--- config.mk ---
export PLATFORM = sky130hd
export DESIGN_NAME = layer_output_serializer
export DESIGN_NICKNAME = d
export VERILOG_FILES = /design/src/rtl/layer_output_serializer.sv
export SDC_FILE = /design/constraint.sdc
export NUM_CORES = 1
export LEC_CHECK = 0
export CAP_MARGIN = 5
export CELL_PAD_IN_SITES_DETAIL_PLACEMENT = 2
export CELL_PAD_IN_SITES_GLOBAL_PLACEMENT = 2
export CORE_ASPECT_RATIO = 1.25
export CORE_MARGIN = 4
export CORE_UTILIZATION = 33
export CTS_BUF_LIST = sky130_fd_sc_hd__clkbuf_16
export CTS_CLUSTER_SIZE = 24
export DETAILED_ROUTE_END_ITERATION = 12
export GPL_TIMING_DRIVEN = 0
export MAX_ROUTING_LAYER = met4
export PLACE_DENSITY = 0.7
export SYNTH_ARGS = -nofsm -noshare
export SYNTH_HDL_FRONTEND = slang
export SYNTH_SLANG_ARGS = --single-unit
--- constraint.sdc ---
create_clock -name clk -period 15.8 [get_ports clk]
set_input_delay 2.37 -clock clk [delete_from_list [all_inputs] [get_ports clk]]
set_output_delay 2.37 -clock clk [all_outputs]
set_load 0.05 [all_outputs]
--- src/rtl/layer_output_serializer.sv ---
// Collects one layer's per-neuron activations into a capture bank, then streams them
// in neuron-index order to the next layer. The send bank lets the next frame fill in meanwhile.
module layer_output_serializer #(
  parameter int unsigned NUM_NEURONS = 30,
  parameter int unsigned IN_WIDTH    = 8,
  parameter int unsigned OUT_WIDTH   = 16
) (
  input  logic                            clk,
  input  logic                            rst,
  input  logic [NUM_NEURONS-1:0]          neuron_valid,
  input  logic [NUM_NEURONS*IN_WIDTH-1:0] neuron_out,
  input  logic                            dout_ready,
  output logic [OUT_WIDTH-1:0]            dout,
  output logic                            dout_valid,
  output logic                            dout_last,
  output logic                            overflow,
  output logic                            busy
);

  localparam int unsigned IDX_W  = $clog2(NUM_NEURONS);
  localparam int unsigned WIDE_W = (IN_WIDTH > OUT_WIDTH) ? IN_WIDTH : OUT_WIDTH;
  localparam int unsigned DROP_W = (IN_WIDTH > OUT_WIDTH) ? IN_WIDTH - OUT_WIDTH : 0;
  localparam logic [IDX_W-1:0] LAST_IDX = IDX_W'(NUM_NEURONS - 1);

  typedef enum logic {IDLE, SEND} state_e;

  // Zero-extend narrow activations; keep the upper OUT_WIDTH bits of wide ones.
  function automatic logic [OUT_WIDTH-1:0] widen(input logic [IN_WIDTH-1:0] v);
    logic [WIDE_W-1:0] w;
    w = WIDE_W'(v) >> DROP_W;
    return OUT_WIDTH'(w);
  endfunction

  state_e                 state_q, state_d;
  logic [IDX_W-1:0]       idx_q, idx_d;
  logic [NUM_NEURONS-1:0] mask_q, mask_d;
  logic                   pending_q, pending_d;
  logic [IN_WIDTH-1:0]    cap_q  [NUM_NEURONS];
  logic [IN_WIDTH-1:0]    cap_d  [NUM_NEURONS];
  logic [OUT_WIDTH-1:0]   send_q [NUM_NEURONS];
  logic [OUT_WIDTH-1:0]   send_d [NUM_NEURONS];
  logic [OUT_WIDTH-1:0]   dout_q, dout_d;
  logic                   dout_valid_q, dout_valid_d;
  logic                   dout_last_q, dout_last_d;
  logic                   overflow_q, overflow_d;
  logic                   busy_q, busy_d;

  logic                   fire_c;
  logic                   last_acc_c;
  logic [NUM_NEURONS-1:0] accept_c;
  logic [NUM_NEURONS-1:0] redo_c;
  logic [NUM_NEURONS-1:0] fresh_mask_c;
  logic                   complete_c;
  logic                   load_c;
  logic [IDX_W-1:0]       nxt_idx_c;

  // Handshake, capture acceptance and frame-transfer decision.
  always_comb begin
    fire_c       = dout_valid_q & dout_ready;
    last_acc_c   = fire_c & dout_last_q;
    accept_c     = pending_q ? '0 : (neuron_valid & ~mask_q);
    fresh_mask_c = mask_q | accept_c;
    complete_c   = ~pending_q & (&fresh_mask_c);
    load_c       = (complete_c & ((state_q == IDLE) | last_acc_c)) | (pending_q & last_acc_c);
    // A repeat pulse on the edge that empties the capture bank opens the next frame.
    redo_c       = (load_c & ~pending_q) ? (neuron_valid & mask_q) : '0;
    nxt_idx_c    = idx_q + IDX_W'(1);
  end

  always_comb begin
    state_d      = state_q;
    idx_d        = idx_q;
    mask_d       = fresh_mask_c;
    pending_d    = pending_q;
    cap_d        = cap_q;
    send_d       = send_q;
    dout_d       = dout_q;
    dout_valid_d = dout_valid_q;
    dout_last_d  = dout_last_q;
    overflow_d   = overflow_q |
                   (pending_q ? (|neuron_valid) : (|(neuron_valid & mask_q & ~redo_c)));

    for (int i = 0; i < NUM_NEURONS; i++) begin
      if (accept_c[i] | redo_c[i]) begin
        cap_d[i] = neuron_out[i*IN_WIDTH +: IN_WIDTH];
      end
    end

    if (load_c) begin
      for (int i = 0; i < NUM_NEURONS; i++) begin
        send_d[i] = widen(accept_c[i] ? neuron_out[i*IN_WIDTH +: IN_WIDTH] : cap_q[i]);
      end
      state_d      = SEND;
      idx_d        = '0;
      mask_d       = redo_c;
      pending_d    = 1'b0;
      dout_d       = send_d[0];
      dout_valid_d = 1'b1;
      dout_last_d  = 1'b0;
    end else if (last_acc_c) begin
      state_d      = IDLE;
      idx_d        = '0;
      dout_d       = '0;
      dout_valid_d = 1'b0;
      dout_last_d  = 1'b0;
    end else if (fire_c) begin
      idx_d        = nxt_idx_c;
      dout_d       = send_q[nxt_idx_c];
      dout_last_d  = (nxt_idx_c == LAST_IDX);
    end

    // Frame completed while the previous one is still streaming: freeze it.
    if (complete_c & ~load_c) begin
      pending_d = 1'b1;
    end

    busy_d = (state_d == SEND) | pending_d;
  end

  always_ff @(posedge clk or posedge rst) begin
    if (rst) begin
      state_q      <= IDLE;
      idx_q        <= '0;
      mask_q       <= '0;
      pending_q    <= 1'b0;
      for (int i = 0; i < NUM_NEURONS; i++) begin
        cap_q[i]  <= '0;
        send_q[i] <= '0;
      end
      dout_q       <= '0;
      dout_valid_q <= 1'b0;
      dout_last_q  <= 1'b0;
      overflow_q   <= 1'b0;
      busy_q       <= 1'b0;
    end else begin
      state_q      <= state_d;
      idx_q        <= idx_d;
      mask_q       <= mask_d;
      pending_q    <= pending_d;
      cap_q        <= cap_d;
      send_q       <= send_d;
      dout_q       <= dout_d;
      dout_valid_q <= dout_valid_d;
      dout_last_q  <= dout_last_d;
      overflow_q   <= overflow_d;
      busy_q       <= busy_d;
    end
  end

  assign dout       = dout_q;
  assign dout_valid = dout_valid_q;
  assign dout_last  = dout_last_q;
  assign overflow   = overflow_q;
  assign busy       = busy_q;

endmodule

==> metrics.cfg <==
[global_route]
grt_pass1_vias=19870
grtUsageMet3_pct=4.492
met1_usage_pct=24.57
grt_pass1_wl_mm=130.8
top_usage_layer=met2
grt_usage_pct=21.37
antenna_found_initial=20
gr-usage-met2_pct=38.43
grt_max_degree=44
overflow=0

[yosys]
ys_warn_count=0
synth_top_area_cell=dfrtp_1
async_flop_share_pct=100.0
syn_area_um2=26090
avgSynthCellArea_um2=14.08
ys_seq_area_share_pct=50.74
yosys_most_used_dff=dfrtp_1
synth_cell_types=49
synth_edf_count=0
synth_top_area_share_pct=50.74
synthTopCellsByArea=dfrtp_1, mux2_2, mux2_1
synthCells=1853
yosys_register_bits=529

[route]
wl_per_cell_um=26.29
drc=0
dr.pass1.iters=4
routed_wl_mm=87.76
drtIter0Drc=651
routed_via_density=5.135
drtAntennaViolNets=0
vias=17140

[sta]
slew_violations=0
tns_ps=0
period_share_pct=41.59
fmax_mhz=152.2
finalClockSkew_ps=23.34
tightest_slew_ps=1236
hold_viol=0
rsz0062_at_grt=no
setup_viol=0
relSlewSlack_pct=17.35
whs_ps=485.1
post-route-min-period_ps=6571

[worst_setup_path]
crit_type=reg -> reg
rr_endpoint=dout[3]
crit_chain=clkbuf_1 -> buf_1 -> buf_1 -> inv_1 -> ha_1 -> clkbuf_1 -> clkbuf_1 -> clkbuf_1 -> mux4_2 -> mux2i_1 -> a21oi_1 -> nor4_1 -> o22ai_1
worst-path-max-fanout=10
cp_top_family=buffers and inverters
cpPeakStageDelay_ps=860
cp_slowest_cell=clkbuf_1
critPathArrivalTime_ps=7040
path_buf_inv=7
path_common_cell=clkbuf_1
path_depth=13
startpoint_type=flop
r2r_setup_slack_ps=9230
end_kind=flop
r2r_cells=13
r2r_start=idx_q[0]
crit_path_start=idx_q[0]
cp.required_ps=16270

[pwr]
powerDensity_nw_per_um2=181.7
peakVddDrop_v=0.00008172
power.leakage_nw=13.62
total_power_w=0.005901

[hold_path]
holdCritPathClass=reg -> reg
whs_path_depth=1
holdPathEnd=overflow
hold_path_startpoint=overflow

[floorplan]
rows=115
core_um2=78560
dieWidth_um=259.5
start_util_pct=33.21
die_area_um2=83650
dieHeight_um=322.4
pin_count=293

[placement]
place.gp.congestion=0.9335
io_buffers=284
place_inst=3211
dp_hpwl_mm=67.74

[finish]
fin_cells=3338
seqCellArea_um2=13240
nets=2492
syn_to_final_growth_pct=24.48
drive_gt1_share_pct=35.23
n_fill_cell=7811
multi_input_area_um2=12300

[clocking]
clock_latency_ps=620
h-tree-depth=2
cts_root_buf=clkbuf_16
cts_made_buffers=57
postCtsSetupRepairBufs=0
path_clk_slew_ps=70
cts_resized=0
ctsHoldBuffers=0
cts_max_path_buffers=3
tritoncts=yes
clock_sinks=529

[job]
maxCapViolations=0

[outcome]
status=complete, no violations

## metal layers
layer / part of all wire (%) / vias up
li1: - / 7635
met1: 40 / 9099
met2: 53 / 307
met3: 5.1 / 100
met4: 2.3 / 0
met5: 0 / -
## worst reg2reg max path: stages (launching register included)
cell and delay [ps]:
dfrtp_1 370, clkbuf_1 370, buf_1 640, buf_1 680, inv_1 110, ha_1 330, clkbuf_1 860, clkbuf_1 850
clkbuf_1 730, mux4_2 490, mux2i_1 350, a21oi_1 90, nor4_1 450, o22ai_1 120
## state kept, by name, indices dropped and copies added (netlist names)
| register | cells |
|---|---|
| dout_valid | 1 |
| send_q | 240 |
| overflow | 1 |
| dout_last | 1 |
| cap_q | 240 |
| pending_q | 1 |
| idx_q | 5 |
| mask_q | 30 |
| state_q | 1 |
| dout | 8 |
| busy | 1 |
## area by class of cell
cell class	instances	share of cell area [%]
Tap cell	1053	4.057
Clock inverter	45	1.175
Multi-Input combinational cell	1208	37.87
Buffer	119	1.738
Antenna cell	23	0.1772
Sequential cell	529	40.76
Clock buffer	59	4.546
Timing Repair Buffer	298	9.617
Inverter	4	0.05779
## synthesized netlist by cell type, drive strengths merged, types with 3 or more instances
cell    count
a21oi      87
a221oi      3
a22o       32
a22oi      12
a31oi      25
buf        49
clkbuf     70
dfrtp     529
inv         4
maj3       30
mux2      704
mux2i      24
mux4       56
nand2      76
nand2b     12
nand3       3
nand4       7
nor2       47
nor4       18
o21ai      18
o22a        8
o22ai       8
o31ai       9
xnor2       4
## metrics by stage
| step | utilization, % | setup slack, ps | area (um2) |
|---|---|---|---|
| finish | 41.34 | 9229 | 32470 |
| global route | 41.33 | 8964 | 32470 |
| CTS | 41.26 | 9205 | 32420 |
| detailed placement | 38.90 | 9241 | 30560 |
| global placement | 38.54 | 2686 | 30280 |
| floorplan | - | 6240 | 26120 |
## power breakdown
group | switching (W) | leakage, nW | internal [W] | total (W)
clock network | 0.000572 | 0.958 | 0.000785 | 0.00136
registers | 0.000248 | 6.65 | 0.00184 | 0.00209
logic | 0.00128 | 6.02 | 0.00118 | 0.00245
total | 0.00210 | 13.6 | 0.00380 | 0.00590
## layout by cell type, fill, tap and decap left out, types with 8 or more instances in the layout
cell	synthesis	final
buf_12	0	14
a22o_1	32	32
nand2b_1	12	12
o22ai_1	8	8
o22a_1	8	8
diode_2	0	23
nor4_1	18	18
o31ai_1	8	8
nor2_1	47	47
mux2_1	158	158
a21oi_4	30	30
clkinv_2	0	9
buf_1	11	11
maj3_2	29	29
buf_6	8	8
mux2i_1	24	24
o21ai_0	16	16
mux4_2	56	56
clkdlybuf4s50_1	0	284
buf_4	8	8
nand2_1	75	75
a22oi_1	12	12
conb_1	1	8
a31oi_1	25	25
clkinv_1	0	12
a21oi_1	57	57
dfrtp_1	529	529
clkbuf_1	70	70
buf_2	22	22
inv_1	3	15
mux2_2	546	546
clkbuf_16	0	59
## cells by family (layout without fill, tap and decap cells)
logic type	Yosys count	in the layout	share of synthesized area [%]
adder cells (fa/ha/maj)	32	32	1.386
flip-flops	529	529	50.74
buffers and inverters	123	525	2.221
other	1	31	0.01437
multiplexers	784	784	36.14
AO/OA/AOI/OAI	204	204	6.259
AND/OR/NAND/NOR	175	175	3.069
XOR/XNOR	5	5	0.1678
## how the worst max path moves through the flow
stage | endpoint | slack [ps]
floorplan | busy | 6240
CTS | dout[3] | 9210
detailed placement | dout[3] | 9240
finish | dout[3] | 9230
global route | dout[4] | 8960
global placement | cap_q[155] | 2690
(Power assumes the default switching activity.)
